[src/rtl/sram_like_resp_pkg.sv]
// Shared bus-width constants and response types for the SRAM-like responder.
// Sits next to the pipeline bus-width definitions used by the CPU ports.
package sram_like_resp_pkg;

  localparam int unsigned SRAM_ADDR_WD = 32;
  localparam int unsigned SRAM_DATA_WD = 32;
  localparam int unsigned SRAM_STRB_WD = SRAM_DATA_WD / 8;
  localparam int unsigned RESP_WD      = SRAM_DATA_WD + 1;

  typedef enum logic [1:0] {
    SizeByte = 2'd0,
    SizeHalf = 2'd1,
    SizeWord = 2'd2
  } sram_size_e;

  typedef struct packed {
    logic                    wr;
    logic [SRAM_DATA_WD-1:0] data;
  } resp_t;

  // 16-bit Fibonacci LFSR, taps 16,14,13,11; new bit enters at the top.
  function automatic logic [15:0] lfsr_next(logic [15:0] s);
    return {s[0] ^ s[2] ^ s[3] ^ s[5], s[15:1]};
  endfunction

endpackage

[src/rtl/sram_like_resp_if.sv]
// SRAM-like request/response bus between a CPU port (master) and a responder (slave).
interface sram_like_resp_if;
  import sram_like_resp_pkg::*;

  logic                    req;
  logic                    wr;
  sram_size_e              size;
  logic [SRAM_STRB_WD-1:0] wstrb;
  logic [SRAM_ADDR_WD-1:0] addr;
  logic [SRAM_DATA_WD-1:0] wdata;
  logic                    addr_ok;
  logic                    data_ok;
  logic [SRAM_DATA_WD-1:0] rdata;

  modport master (
    output req, wr, size, wstrb, addr, wdata,
    input  addr_ok, data_ok, rdata
  );

  modport slave (
    input  req, wr, size, wstrb, addr, wdata,
    output addr_ok, data_ok, rdata
  );

endinterface

[src/rtl/sram_like_resp_fifo.sv]
// Response FIFO: synchronous, DEPTH entries, wrap-around tracked by an occupancy count.
module sram_like_resp_fifo #(
  parameter int unsigned DEPTH = 2,
  parameter int unsigned WIDTH = 33
) (
  input  logic             clk,
  input  logic             reset,
  input  logic             push,
  input  logic             pop,
  input  logic [WIDTH-1:0] din,
  output logic [WIDTH-1:0] dout,
  output logic             empty,
  output logic             full
);

  localparam int unsigned PtrW = (DEPTH > 1) ? $clog2(DEPTH) : 1;
  localparam int unsigned CntW = $clog2(DEPTH + 1);
  localparam logic [PtrW-1:0] LastPtr = PtrW'(DEPTH - 1);

  logic [WIDTH-1:0] mem_q [DEPTH];
  logic [PtrW-1:0]  wptr_q, wptr_d;
  logic [PtrW-1:0]  rptr_q, rptr_d;
  logic [CntW-1:0]  count_q, count_d;
  logic             do_push, do_pop;

  assign empty = (count_q == '0);
  assign full  = (count_q == CntW'(DEPTH));
  assign dout  = mem_q[rptr_q];

  always_comb begin
    do_push = push & ~full;
    do_pop  = pop & ~empty;
    wptr_d  = wptr_q;
    rptr_d  = rptr_q;
    if (do_push) begin
      wptr_d = (wptr_q == LastPtr) ? '0 : wptr_q + PtrW'(1);
    end
    if (do_pop) begin
      rptr_d = (rptr_q == LastPtr) ? '0 : rptr_q + PtrW'(1);
    end
    count_d = count_q + CntW'(do_push) - CntW'(do_pop);
  end

  always_ff @(posedge clk) begin
    if (reset) begin
      wptr_q  <= '0;
      rptr_q  <= '0;
      count_q <= '0;
    end else begin
      wptr_q  <= wptr_d;
      rptr_q  <= rptr_d;
      count_q <= count_d;
    end
  end

  // Storage needs no reset; occupancy alone decides what is valid.
  always_ff @(posedge clk) begin
    if (do_push) begin
      mem_q[wptr_q] <= din;
    end
  end

endmodule

[src/rtl/sram_like_resp.sv]
// SRAM-like bus responder: issues to a 1-cycle-latency sync RAM, returns in-order responses,
// bounds outstanding requests to DEPTH and can randomly withhold handshakes from an LFSR.
module sram_like_resp
  import sram_like_resp_pkg::*;
#(
  parameter int unsigned ADDR_W   = 16,
  parameter int unsigned DEPTH    = 2,
  parameter bit          STALL_EN = 1'b0,
  parameter logic [15:0] SEED     = 16'hACE1
) (
  input  logic                    clk,
  input  logic                    reset,
  sram_like_resp_if.slave         bus,
  output logic                    ram_en,
  output logic [SRAM_STRB_WD-1:0] ram_wen,
  output logic [ADDR_W-1:0]       ram_addr,
  output logic [SRAM_DATA_WD-1:0] ram_wdata,
  input  logic [SRAM_DATA_WD-1:0] ram_rdata
);

  localparam int unsigned CntW = $clog2(DEPTH + 1);

  logic [CntW-1:0] cnt_q, cnt_d;
  logic            p_valid_q, p_valid_d;
  logic            p_wr_q, p_wr_d;
  logic [15:0]     lfsr_q, lfsr_d;

  logic            a_stall, d_stall;
  logic            addr_ok, data_ok, accept;
  logic            fifo_empty, fifo_full;
  resp_t           fifo_din, fifo_dout;
  logic            unused_bits;

  // addr_ok looks only at registered state, never at the request fields.
  always_comb begin
    a_stall = STALL_EN & lfsr_q[0] & lfsr_q[1];
    d_stall = STALL_EN & lfsr_q[2] & lfsr_q[3];
    addr_ok = (cnt_q < CntW'(DEPTH)) & ~a_stall;
    accept  = bus.req & addr_ok;
    data_ok = ~fifo_empty & ~d_stall;
  end

  always_comb begin
    ram_en    = accept;
    ram_wen   = (accept & bus.wr) ? bus.wstrb : '0;
    ram_addr  = bus.addr[ADDR_W+1:2];
    ram_wdata = bus.wdata;
  end

  always_comb begin
    fifo_din.wr   = p_wr_q;
    fifo_din.data = p_wr_q ? '0 : ram_rdata;
  end

  assign bus.addr_ok = addr_ok;
  assign bus.data_ok = data_ok;
  assign bus.rdata   = data_ok ? fifo_dout.data : '0;

  always_comb begin
    cnt_d = cnt_q;
    unique case ({accept, data_ok})
      2'b10:   cnt_d = cnt_q + CntW'(1);
      2'b01:   cnt_d = cnt_q - CntW'(1);
      default: cnt_d = cnt_q;
    endcase
    p_valid_d = accept;
    p_wr_d    = accept & bus.wr;
    lfsr_d    = lfsr_next(lfsr_q);
  end

  always_ff @(posedge clk) begin
    if (reset) begin
      cnt_q     <= '0;
      p_valid_q <= 1'b0;
      p_wr_q    <= 1'b0;
      lfsr_q    <= SEED;
    end else begin
      cnt_q     <= cnt_d;
      p_valid_q <= p_valid_d;
      p_wr_q    <= p_wr_d;
      lfsr_q    <= lfsr_d;
    end
  end

  // cnt covers capture stage plus FIFO, so a push never meets a full FIFO.
  sram_like_resp_fifo #(
    .DEPTH(DEPTH),
    .WIDTH(RESP_WD)
  ) u_resp_fifo (
    .clk  (clk),
    .reset(reset),
    .push (p_valid_q),
    .pop  (data_ok),
    .din  (fifo_din),
    .dout (fifo_dout),
    .empty(fifo_empty),
    .full (fifo_full)
  );

  // Byte lanes and size are applied by the CPU; the RAM sees whole words.
  assign unused_bits = ^{bus.size, bus.addr[1:0], bus.addr[SRAM_ADDR_WD-1:ADDR_W+2],
                         fifo_full, fifo_dout.wr};

endmodule

[src/flat_wrapper.sv]
// flat-port wrapper written by rule: the top's interface ports become plain ports
module sram_like_resp_flat import sram_like_resp_pkg::*;
#(
  parameter int unsigned ADDR_W   = 16,
  parameter int unsigned DEPTH    = 2,
  parameter bit          STALL_EN = 1'b0,
  parameter logic [15:0] SEED     = 16'hACE1
)
  (clk, reset, ram_en, ram_wen, ram_addr, ram_wdata, ram_rdata, bus_req, bus_wr, bus_size, bus_wstrb, bus_addr, bus_wdata, bus_addr_ok, bus_data_ok, bus_rdata);
  sram_like_resp_if bus_i ();
  input  logic clk;
  input  logic reset;
  output logic ram_en;
  output logic [SRAM_STRB_WD-1:0] ram_wen;
  output logic [ADDR_W-1:0] ram_addr;
  output logic [SRAM_DATA_WD-1:0] ram_wdata;
  input  logic [SRAM_DATA_WD-1:0] ram_rdata;
  input wire logic [$bits(bus_i.req)-1:0] bus_req;
  input wire logic [$bits(bus_i.wr)-1:0] bus_wr;
  input wire logic [$bits(bus_i.size)-1:0] bus_size;
  input wire logic [$bits(bus_i.wstrb)-1:0] bus_wstrb;
  input wire logic [$bits(bus_i.addr)-1:0] bus_addr;
  input wire logic [$bits(bus_i.wdata)-1:0] bus_wdata;
  output wire logic [$bits(bus_i.addr_ok)-1:0] bus_addr_ok;
  output wire logic [$bits(bus_i.data_ok)-1:0] bus_data_ok;
  output wire logic [$bits(bus_i.rdata)-1:0] bus_rdata;
  assign bus_i.req = bus_req;
  assign bus_i.wr = bus_wr;
  assign bus_i.size = bus_size;
  assign bus_i.wstrb = bus_wstrb;
  assign bus_i.addr = bus_addr;
  assign bus_i.wdata = bus_wdata;
  assign bus_addr_ok = bus_i.addr_ok;
  assign bus_data_ok = bus_i.data_ok;
  assign bus_rdata = bus_i.rdata;
  sram_like_resp #(.ADDR_W(ADDR_W), .DEPTH(DEPTH), .STALL_EN(STALL_EN), .SEED(SEED)) u_core (.clk(clk), .reset(reset), .bus(bus_i), .ram_en(ram_en), .ram_wen(ram_wen), .ram_addr(ram_addr), .ram_wdata(ram_wdata), .ram_rdata(ram_rdata));
endmodule
[config.mk]
export PLATFORM = sky130hd
export DESIGN_NAME = sram_like_resp_flat
export DESIGN_NICKNAME = d
export VERILOG_FILES = /design/src/rtl/sram_like_resp_pkg.sv /design/src/rtl/sram_like_resp_if.sv /design/src/rtl/sram_like_resp_fifo.sv /design/src/rtl/sram_like_resp.sv /design/src/flat_wrapper.sv
export SDC_FILE = /design/constraint.sdc
export NUM_CORES = 1
export LEC_CHECK = 0
export CAP_MARGIN = 20
export CORE_MARGIN = 8
export CORE_UTILIZATION = 36
export DETAILED_ROUTE_END_ITERATION = 16
export PLACE_DENSITY = 0.89
export SYNTH_ARGS = -nofsm -noshare
export SYNTH_HDL_FRONTEND = slang
export SYNTH_HIERARCHICAL = 1
export SYNTH_SLANG_ARGS = --single-unit
[constraint.sdc]
create_clock -name clk -period 2 [get_ports clk]
set_input_delay 0.4 -clock clk [delete_from_list [all_inputs] [get_ports clk]]
set_output_delay 0.4 -clock clk [all_outputs]
set_load 0.02 [all_outputs]
==> impl.org, run 1 <==
** Status
- Run status :: complete, but fails checks
- Failing checks :: negative setup slack

** Timing
- Maximum achievable frequency :: ~490 MHz
- After routing, the total negative slack on setup checks comes to -162.1 ps.
- Max Slew Vio Count :: 0
- Number of setup violations in the final report :: 6
- In this run the tightest slew margin relative to its limit is between 70 and 80%.
- Slew @ Worst Pin :: 336.5 ps
- Across all setup checks in the final design, the least slack found is -44.74 ps.
- Across all hold checks on the routed design, the worst slack comes to between 500 and 600 ps.
- The worst path in the final design needs a cycle of a little over 2000 ps, including I/O delays and setup.
- The clock arrives with between 9 and 10 ps of skew.
- Setup repair after global routing could not meet its margin everywhere.
- Final hold vios :: 0
- The final critical path takes up 102.2% of the cycle.

** Setup path
- Type of element capturing the critical path :: primary output
- Worst Path Arrival :: between 1500 and 2000 ps
- Setup slack on the worst reg-to-reg path comes out at roughly 180 ps.
- By instance count, the cell type seen most on the critical path is sky130_fd_sc_hd__buf_12.
- The slowest stage of the critical path is the sky130_fd_sc_hd__dfxtp_4 cell.
- The worst setup path is launched from a flip-flop.
- Critical Path RT :: around 1600 ps
- In this run the critical register-to-register path is captured at u_core/u_resp_fifo/count_q[1]$_SDFF_PP0_.
- The number of cells on the worst reg-to-reg path is 9.
- In this design, the stage delay of the slowest critical-path cell is about 360 ps.
- Launch point of the worst reg-to-reg path :: u_core/u_resp_fifo/count_q[0]$_SDFF_PP0_
- Critical-path maximum fanout :: 7
- Traced cell by cell, the critical path runs through buf_12 -> buf_12 -> buf_8 -> mux2_4 -> nor2b_1 -> buf_4.
- Crit Path Class :: reg -> out

** Cells and area
- P&R area growth vs syn :: 26.00%
- The net count of the finished layout is 424.
- Ant diodes :: 0
- Share of post-route cells with drive strength above 1 :: roughly a third
- Final instance area :: about 4400 um2

** Worst hold path
- Hold/Removal Path Class :: reg -> reg
- For hold timing, the worst endpoint is u_core/cnt_q[1]$_SDFFE_PP0P_.
- Number of cells on the worst hold path :: 2
- The startpoint identified for the worst hold timing path is u_core/cnt_q[1]$_SDFFE_PP0P_.

** Floorplan
- Row Count :: 36
- Once the floorplan was initialized, standard cells occupied ~36% of the core.
- The core region is just under 10000 um2.
- I/O pin cnt :: 193
- Overall die height :: ~110 um
- Die outline area :: between 10000 and 15000 um2
- Die span in x :: around 110 um

** Clock tree
- TritonCTS clock tree :: built
- H-tree Lvls :: 3
- The clock net in this run drives a total of 73 sinks.
- Clock insertion delay at the later pin of the skew report :: about 340 ps
- After clock tree synthesis, the clock-pin slew on the worst setup and hold paths is about 70 ps.
- Number of buffers inserted by hold repair at cts :: 0
- CTS root buf :: sky130_fd_sc_hd__clkbuf_8
- Buffer depth of the longest clock path :: 2
- Number of buffers added by the clock tree synthesis step :: 9

** Job
- Maxcap violations :: 0

** Global routing
- Antenna violations before repair :: 0
- In the global route stage, overall resource usage came out at a little under an eighth.
- The first global-routing pass estimated around 12000 um of wire.
- For met2 alone, demand over resource in global routing was 19.60%.
- Maximum number of pins on one net before global-route repair :: 22
- GRT Residual Overflow :: 0
- Global routing consumed, on the met1 layer, a little under an eighth of the routing resources.
- The number of global-route vias before repair came to ~2300.
- Busiest layer in global routing :: met2
- Global routing consumed, on the met3 layer, 5.116% of the routing resources.

** Yosys
- Average cell area after synthesis :: 13.14 um2
- Synthesis handed over a netlist of about 270 instances.
- Yosys warning total :: 6
- In this run the cell area of the synthesized design comes to ~3500 um2.
- Counting every net in the synthesized netlist gives ~380.

** Routing
- Via total after detailed routing :: roughly 2000
- In the final routed layout, each cell accounts on average for roughly 16 um.
- In this run, the number of DRC markers left after iteration 0 of detailed routing was a little over 60.
- The count of nets left with antenna violations once routing finished came out at 0.
- Number of vias per cell after detailed routing :: 4.517
- After detailed routing, the number of remaining DRC violations is 0.
- Wires add up to 7240 um.
- Before antenna repair, the detailed router went through 6 iterations.

** Placed design
- The HPWL after detailed placement is ~5100 um.
- Routability-driven placement finished with a final weighted congestion of a little under 0.7.
- Post-detailed-placement cell area :: between 4000 and 5000 um2
- Port buffering added 78 buffers.

** Power
- In this run the static leakage power is roughly 1.7 nW.
- VDD sags by at most ~520 uV.
- For this design the ratio of total power to cell area is around 1300 nW/um2.
-- worst max-delay path by stage --
stage                     slack (ps)                                      from  depth (start not counted)                                        to
after floorplan                   50  u_core/u_resp_fifo/count_q[0]$_SDFF_PP0_                         10  u_core/u_resp_fifo/count_q[1]$_SDFF_PP0_
after global placement          -180                                   bus_req                          5                                ram_wen[1]
after detailed placement        -210                                   bus_req                          5                                ram_wen[1]
after CTS                       -110                                 flip-flop                          6                             bus_rdata[28]
after global routing            -100                                 flip-flop                          6                              bus_rdata[2]
final                            -40                                 flip-flop                          6                              bus_rdata[2]
-- layer usage --
layer / part of all wire [%] / vias to the layer above
met5: 0 / -
met4: 2.6 / 0
met3: 8.4 / 29
met2: 52 / 70
met1: 37 / 996
li1: - / 951
-- placed cells by master, fill, tap and decap left out, drive strengths merged --
| cell type | n |
|---|---|
| buf | 48 |
| clkinv | 4 |
| and3 | 5 |
| inv | 7 |
| a21oi | 2 |
| clkdlybuf4s15 | 3 |
| xnor2 | 2 |
| mux2 | 32 |
| clkbuf | 9 |
| o21ai | 2 |
| ha | 3 |
| clkdlybuf4s50 | 40 |
| dfxtp | 9 |
| dlygate4sd2 | 4 |
| or3 | 2 |
| nand2b | 1 |
| nand2 | 3 |
| nor2 | 7 |
| edfxtp | 64 |
| and2 | 1 |
| xor2 | 2 |
| o21a | 1 |
| bufinv | 2 |
| nor3 | 1 |
| nor2b | 65 |
| clkinvlp | 1 |
-- cell type report --
class | instances | area (um2)
well taps | 133 | 166.4
repair buffers | 95 | 865.8
fillers | 919 | 5219
clock buffers | 9 | 123.9
inverters | 7 | 26.28
flip-flops and latches | 73 | 2107
clock inverters | 7 | 95.09
multi-input cells | 129 | 1036
-- critical path: cells and delay by family, from the launching register on --
family / cells / cell delay [ps]
buffers and inverters: 4 / 530
DFF: 1 / 360
and+or+nand+nor: 1 / 130
muxes: 1 / 280
-- state kept, by name, indices dropped and copies added, names as in the netlist, named ones only --
register	flops
u_core/p_valid_q	1
u_core/u_resp_fifo/rptr_q	1
u_core/u_resp_fifo/count_q	2
u_core/u_resp_fifo/mem_q	64
u_core/u_resp_fifo/wptr_q	1
u_core/cnt_q	2
u_core/p_wr_q	1
-- report_power, final --
group / switching (mW) / internal [mW] / total [mW]
Combinational: 1.30 / 1.14 / 2.44
Sequential: 0.0834 / 1.90 / 1.98
Clock: 0.539 / 0.702 / 1.24
-- per-stage QoR --
stage / util (%) / total power [mW] / worst slack [ps] / cells
final: 45.86 / 5.661 / -44.74 / 453
after global routing: 45.86 / 5.993 / -102.9 / 453
after CTS: 45.02 / 5.581 / -109.4 / 455
after detailed placement: 43.33 / 4.466 / -207.0 / 432
after global placement: 43.33 / 4.398 / -182.2 / 432
after floorplan: - / 3.484 / 54.55 / 267
-- what timing repair did --
action / 4_1_cts / 5_1_grt
setup endpoints to repair: 38 / 34
gates cloned: 1 / 0
endpoints found under the hold margin: 0 / 0
setup buffers: 6 / 0
resized for setup: 137 / 39
Power figures use the tool's default switching activity.
==> run 2: changes to the inputs <==
--- a/config.mk
+++ b/config.mk
@@ -5,10 +5,10 @@
 export SDC_FILE = /design/constraint.sdc
 export NUM_CORES = 1
 export LEC_CHECK = 0
-export CAP_MARGIN = 20
 export CORE_MARGIN = 8
 export CORE_UTILIZATION = 36
 export DETAILED_ROUTE_END_ITERATION = 16
+export GPL_TIMING_DRIVEN = 0
 export PLACE_DENSITY = 0.89
 export SYNTH_ARGS = -nofsm -noshare
 export SYNTH_HDL_FRONTEND = slang
==> impl.org, run 2 (synthesis results as in run 1) <==
** Status
- Run status :: complete, but fails checks
- The final reports fail on negative setup slack.

** Clock tree
- H-tree Lvls :: 3
- Num Clock Sinks :: 73
- TritonCTS built the clock tree.
- CTS root buf :: sky130_fd_sc_hd__clkbuf_8
- Number of buffers added by the clock tree synthesis step :: 9
- Clock slew seen by the registers of the worst setup and hold paths :: 70 ps
- Buffer depth of the longest clock path :: 2
- The number of hold buffers added after CTS was 0.
- Clock insertion delay at the later pin of the skew report :: approximately 340 ps

** Routing
- The routed layout has 2425 vias.
- For this block, the routed nets add up to 9057 um of wire.
- The detailed router finished its first iteration with 98 violations.
- Number of vias per cell after detailed routing :: about 4.4
- In the routed design, unresolved DRC markers number 0.
- In the final routed layout, each cell accounts on average for ~16 um.
- Once detail routing completed, the nets flagged for antenna violations numbered 0.
- Detailed-router iteration count before antenna repair :: 4

** Setup path
- STA puts the critical path data arrival time at around 1700 ps.
- List of cells traversed by the critical path :: buf_12 -> buf_12 -> buf_16 -> buf_6 -> mux2_4 -> nor2b_4 -> buf_6
- The critical path is of the reg -> out type.
- STA puts the critical path data required time at between 1500 and 2000 ps.
- Number of gates on the worst path with buffers counted :: 7
- Critical path's largest stage delay :: 330 ps
- STA classifies the critical path endpoint as a primary output.
- Slowest cell on the critical path :: sky130_fd_sc_hd__dfxtp_2
- Worst reg2reg path depth :: 10
- In this run the worst path has a maximum fanout of 5.
- Gate family responsible for the most delay along the worst path :: buffers and inverters
- Startpoint Class :: flip-flop
- Together, buffers and inverters on the worst path number 5.

** Worst hold path
- The min-delay analysis places its worst path in the category reg -> reg.
- Along the worst hold path, the cell count comes to 2.

** Cells and area
- Most frequent cells in the layout :: sky130_fd_sc_hd__clkdlybuf4s50_1 (88), sky130_fd_sc_hd__buf_4 (64), sky130_fd_sc_hd__edfxtp_1 (64), sky130_fd_sc_hd__nor2b_1 (57), sky130_fd_sc_hd__mux2_2 (24)
- Relative to the synthesized area, the layout overhead comes to 51.50%.
- Share of post-route cells with drive strength above 1 :: 39.05%
- Final core utilization :: 55.14%
- Top reg by flops :: u_core/u_resp_fifo/mem_q
- Commonest non-fill, non-tap cell in the layout :: sky130_fd_sc_hd__clkdlybuf4s50_1
- In the final layout, the registers with the most flip-flops are u_core/u_resp_fifo/mem_q (64), u_core/cnt_q (2), u_core/u_resp_fifo/count_q (2).
- Ant diodes :: 0
- The register with the most flip-flops in the layout has 64 of them.
- Non-Filler Instances :: approximately 550
- In the final design database the tool counted approximately 520 nets.
- Summing all non-filler instances in the final layout gives an area of between 5000 and 6000 um2.
- Number of fillers in the final layout :: around 870

** Power
- Relative contribution of combinational cells to total power :: between 40% and 50%
- VDD sags by at most roughly 550 uV.
- Power density relative to cell area :: approximately 1100 nW/um2
- In this run, the clock network consumes approximately 17% of the power.
- For this design the static power due to leakage is between 2 and 2.5 nW.
- Internal power :: 3.887 mW
- In this run, flip-flops and latches consume approximately a third of the power.
- Net switching is about a third of the power.
- Switching power :: ~2.1 mW

** Floorplan
- Measured along the y axis, the die boundary spans between 100 and 150 um.
- In this run the horizontal extent of the chip is 114.7 um.
- Die outline area :: around 13000 um2
- between 150 and 200 I/O pins were placed.
- The region available for standard cell placement spans between 9000 and 10000 um2.
- Initial core utilization :: 36.40%
- The floorplan has 36 rows.

** Global routing
- First-pass GRT wire length :: between 10000 and 15000 um
- Antenna violations before repair :: 0
- For this run the aggregate overflow at the end of global routing stands at 0.
- Global routing used between 10% and 20% of the available tracks.
- Entering global routing, the biggest net connects 33 pins.
- Number of global-route vias before repair :: roughly 2700

** Placed design
- Global placement routability congestion :: 0.7152
- Including well taps, the total number of placed cells is about 530.
- Summing all placed instances gives a cell area of 4940 um2.
- Summed over all nets, the half-perimeter wirelength after detailed placement is approximately 6500 um.
- Number of port buffers :: approximately 130

** Timing
- Setup violations remaining at the end of the flow were counted as 17.
- Max Slew Vio Count :: 0
- On the final layout, the worst clock skew is just under 8 ps.
- Once routing completed, OpenROAD measured the worst setup slack at -86.14 ps.
- Slew Limit Headroom :: ~45%
- Share of the clock period used by the worst path after layout :: 104.3%
- Maximum achievable frequency :: about 480 MHz
- The final number of hold-violating endpoints came to 0.
- Setup repair after global routing could not meet its margin everywhere.
- Hold WS :: roughly 500 ps
- Post-route minimum period :: roughly 2100 ps
- Slew @ Worst Pin :: 831.5 ps

** Job
- Max-cap violations in this run came to 0.
## run 2: tightest hold or removal path, cell delays in order (launching register included)
cell and delay, ps:
sky130_fd_sc_hd__dfxtp_1 320, sky130_fd_sc_hd__o21ai_0 70, sky130_fd_sc_hd__a21oi_1 70
## run 2: routing by layer
| metal | track usage [%] | up-vias | wire length, um |
|---|---|---|---|
| met4 | 4.641 | 0 | 83 |
| met3 | 8.017 | 7 | 930 |
| li1 | - | 1158 | - |
| met5 | 0 | - | 0 |
| met1 | 12.79 | 1158 | 3217 |
| met2 | 23.76 | 102 | 4825 |
## run 2: layout make-up
class | count | area, um2 | share of cell area (%)
Sequential cell | 73 | 2106 | 39.62
Inverter | 7 | 30.03 | 0.5650
Timing Repair Buffer | 137 | 1309 | 24.62
Tap cell | 133 | 166.4 | 3.131
Timing Repair inverter | 1 | 7.507 | 0.1412
Clock inverter | 3 | 15.01 | 0.2825
Multi-Input combinational cell | 129 | 1067 | 20.08
Clock buffer | 13 | 158.9 | 2.990
Buffer | 57 | 455.4 | 8.569
## run 2: power by group through the flow
stage	logic [mW]	clock network, mW	registers (mW)
after floorplan	1.50	0	1.98
after global placement	2.56	0	1.99
after detailed placement	2.61	0	2.01
after CTS	2.73	1.07	1.99
after global routing	3.20	1.13	2.01
final	2.99	1.02	1.99
## run 2: repair_timing
| item | in CTS | in global routing |
|---|---|---|
| buffers inserted | 6 | 3 |
| resized for setup | 170 | 50 |
| gates cloned | 2 | 2 |
| pin swaps | 2 | 1 |
| endpoints found under the setup margin | 73 | 66 |
## run 2: stage by stage
step / setup WS (ps) / TNS (ps) / total power [mW]
3_5_place_dp: -335.8 / -16780 / 4.618
3_3_place_gp: -245.8 / -12810 / 4.552
5_1_grt: -149.8 / -2433 / 6.339
4_1_cts: -149.0 / -1721 / 5.780
6_report: -86.14 / -637.2 / 6.008
2_1_floorplan: 54.55 / 0 / 3.484
## run 2: path summary, 6_finish.rpt
path / from / endpoint / slack [ps]
setup reg to reg: u_core/u_resp_fifo/count_q[0]$_SDFF_PP0_ / u_core/u_resp_fifo/count_q[1]$_SDFF_PP0_ / 130
hold reg to reg: u_core/u_resp_fifo/wptr_q$_SDFFE_PP0P_ / u_core/u_resp_fifo/wptr_q$_SDFFE_PP0P_ / 500
setup / recovery: flip-flop / bus_rdata[21] / -90
hold / removal: u_core/u_resp_fifo/wptr_q$_SDFFE_PP0P_ / u_core/u_resp_fifo/wptr_q$_SDFFE_PP0P_ / 500
==> run 3: changes to the inputs <==
--- a/config.mk
+++ b/config.mk
@@ -5,11 +5,12 @@
 export SDC_FILE = /design/constraint.sdc
 export NUM_CORES = 1
 export LEC_CHECK = 0
+export ABC_AREA = 1
 export CORE_MARGIN = 8
-export CORE_UTILIZATION = 36
+export CORE_UTILIZATION = 37
 export DETAILED_ROUTE_END_ITERATION = 16
 export GPL_TIMING_DRIVEN = 0
-export PLACE_DENSITY = 0.89
+export PLACE_DENSITY = 0.88
 export SYNTH_ARGS = -nofsm -noshare
 export SYNTH_HDL_FRONTEND = slang
 export SYNTH_HIERARCHICAL = 1
==> constraint.sdc (replaced) <==
create_clock -name clk -period 2 [get_ports clk]
set_input_delay 0.5 -clock clk [delete_from_list [all_inputs] [get_ports clk]]
set_output_delay 0.5 -clock clk [all_outputs]
set_load 0.02 [all_outputs]
==> impl.org, run 3 <==
** Clock tree
- No sink is reached through more buffers than the 2 on the longest clock path.
- TritonCTS created 9 clock buffers.
- Clock insertion delay at the later pin of the skew report :: about 330 ps
- For this design, the sink count on the clock tree is between 70 and 80.
- The tree is rooted in a sky130_fd_sc_hd__clkbuf_8.
- TritonCTS clock tree :: built
- Number of buffers inserted by hold repair at cts :: 0
- Clock slew seen by the registers of the worst setup and hold paths :: 70 ps
- H-tree Lvls :: 3

** Yosys
- Number of nets produced by synthesis :: about 470
- Average cell area after synthesis :: about 11 um2
- The Yosys step of the flow raised 6 warnings.
- Counting every instance in the synthesized netlist gives around 360.
- Area of the mapped netlist :: approximately 3800 um2

** Timing
- For the final routed database, the setup TNS stands at -1512 ps.
- Worst Clk Skew :: 6.683 ps
- Max Slew Vio Count :: 0
- Across all setup checks in the final design, the least slack found is -69.21 ps.
- Final hold vios :: 0
- Setup repair after global routing could not meet its margin everywhere.
- After layout, the minimum clock period comes to between 2000 and 2500 ps.
- Maximum achievable frequency :: between 400 and 500 MHz
- Share of the clock period used by the worst path after layout :: 103.5%
- The worst pin sits at a relative slew slack of a little over a third.
- Setup violations remaining at the end of the flow were counted as 29.
- Slew @ Worst Pin :: ~950 ps

** Floorplan
- Die outline area :: 13910 um2
- Once the floorplan was initialized, standard cells occupied between 30 and 40% of the core.
- Area of the placeable core :: 10230 um2
- Overall die height :: about 120 um
- Row Count :: 37
- Die span in x :: 118.0 um
- I/O pin cnt :: around 190

** Power
- Worst IR Drop VDD :: about 700 uV
- Power density relative to cell area :: roughly 1000 nW/um2
- Leakage power :: 2.518 nW

** Cells and area
- In the layout the commonest cells are sky130_fd_sc_hd__clkdlybuf4s50_1 (87), sky130_fd_sc_hd__buf_4 (70), sky130_fd_sc_hd__edfxtp_1 (64), sky130_fd_sc_hd__nor2_1 (63), sky130_fd_sc_hd__inv_1 (56).
- Cells fill ~55% of the core in the end.
- Share of post-route cells with drive strength above 1 :: about two fifths
- The register with the most flip-flops in the final layout is u_core/u_resp_fifo/mem_q.
- Ant diodes :: 0
- The register with the most flip-flops in the layout has 64 of them.
- After the flow finishes, the layout carries non-filler instances totaling approximately 640.
- The area growth from synthesis to layout is 44.99%.
- Commonest non-fill, non-tap cell in the layout :: sky130_fd_sc_hd__clkdlybuf4s50_1
- The final layout contains slightly above 600 nets.
- The largest registers in the layout are u_core/u_resp_fifo/mem_q (64), u_core/cnt_q (2), u_core/u_resp_fifo/count_q (2).

** Worst hold path
- The worst hold path was traced through 2 stages.
- The worst hold path belongs to the class reg -> reg.
- Min-Delay Startpoint :: u_core/u_resp_fifo/rptr_q$_SDFFE_PP0P_

** Routing
- Across all layers, the routed design uses ~2600 vias.
- Summed over all layers, the routed wires come to ~8900 um.
- Post-DR wirelength/cell :: approximately 14 um
- Once detail routing completed, the nets flagged for antenna violations numbered 0.
- The detailed router finished its first iteration with 67 violations.
- In the routed layout, each cell is associated on average with a via count of 4.117.
- Detailed-router iteration count before antenna repair :: 4
- Number of design rule violations left after detail routing :: 0

** Placed design
- Once placement completed, the tool counted placed cells totaling 619.
- Timing analysis after detailed placement gives a worst setup slack of -475.8 ps.
- Number of port buffers :: 126
- DP HPWL :: approximately 6800 um
- The congestion estimate from routability-driven global placement came to between 0.7 and 0.8.

** Setup path
- Worst reg2reg path depth :: 13
- STA puts the critical path data required time at 1500 ps.
- The worst setup path is launched from a flip-flop.
- Critical-path maximum fanout :: 9
- STA puts the critical path data arrival time at ~1600 ps.
- Type of element capturing the critical path :: primary output
- Crit Path Class :: reg -> out
- The endpoint identified for the worst register-to-register timing path is u_core/u_resp_fifo/count_q[1]$_SDFF_PP0_.
- Launch point of the worst reg-to-reg path :: u_core/u_resp_fifo/count_q[1]$_SDFF_PP0_
- The worst register-to-register path has a setup slack of 110 ps.

** Global routing
- The number of antenna violations at the first check in global routing was 0.
- The first global-routing pass estimated 14010 um of wire.
- Entering global routing, the biggest net connects 33 pins.
- GRT Residual Overflow :: 0
- Aggregate global-route resource usage :: between 10 and 15%
- The number of global-route vias before repair is roughly 2800.

** Job
- Maxcap violations :: 0

** Status
- The flow ran to the end, but the final reports show violations.
- Failing checks :: negative setup slack
run 3: through the flow:
step                cell area (um2)  hold slack (ps)  power, mW
floorplan                      3849            467.5      3.648
global placement               5280            480.4      4.641
detailed placement             5285            520.3      4.709
CTS                            5420            538.4      5.659
global route                   5577            548.0      6.181
finish                         5577            532.3      5.851
run 3: worst max-delay path, cell delays in order, from the launching register on:
cell and delay, ps:
sky130_fd_sc_hd__dfxtp_2 320, sky130_fd_sc_hd__buf_6 130, sky130_fd_sc_hd__buf_12 120, sky130_fd_sc_hd__buf_12 140
sky130_fd_sc_hd__mux2_4 290, sky130_fd_sc_hd__inv_1 50, sky130_fd_sc_hd__nor2_1 40, sky130_fd_sc_hd__buf_2 150
run 3: power by group:
group	leakage (nW)	internal, mW	total, mW	switching [mW]
logic	1.77	1.42	2.92	1.50
clock network	0.0846	0.436	0.953	0.517
registers	0.664	1.89	1.97	0.0885
total	2.52	3.75	5.85	2.10
run 3: metal layers:
metal / share of wire, % / track usage [%]
met3: 9.0 / 5.947
met4: 0.68 / 3.523
met5: 0 / 0
met1: 37 / 12.35
met2: 54 / 22.97
run 3: worst max-delay path by stage:
| stage | startpoint | to | slack, ps | cells past startpoint |
|---|---|---|---|---|
| floorplan | u_core/u_resp_fifo/count_q[0]$_SDFF_PP0_ | u_core/u_resp_fifo/count_q[1]$_SDFF_PP0_ | 170 | 13 |
| global placement | bus_req | ram_wen[0] | -420 | 6 |
| detailed placement | bus_req | ram_wen[1] | -480 | 6 |
| CTS | flip-flop | bus_rdata[17] | -100 | 6 |
| global route | flip-flop | bus_rdata[29] | -140 | 7 |
| finish | flip-flop | bus_rdata[29] | -70 | 7 |
run 3: what timing repair did:
action,4_1_cts,5_1_grt
gates cloned,1,0
setup buffers,4,2
pin swaps,0,3
gates resized for setup,190,61
setup endpoints to repair,71,38
run 3: area by class of cell:
cell class / instances / area (um2)
Fill cell: 850 / 4654
Timing Repair Buffer: 133 / 1319
Sequential cell: 73 / 2106
Clock inverter: 6 / 36.28
Buffer: 59 / 495.5
Tap cell: 136 / 170.2
Multi-Input combinational cell: 140 / 1003
Inverter: 85 / 322.8
Clock buffer: 9 / 123.9
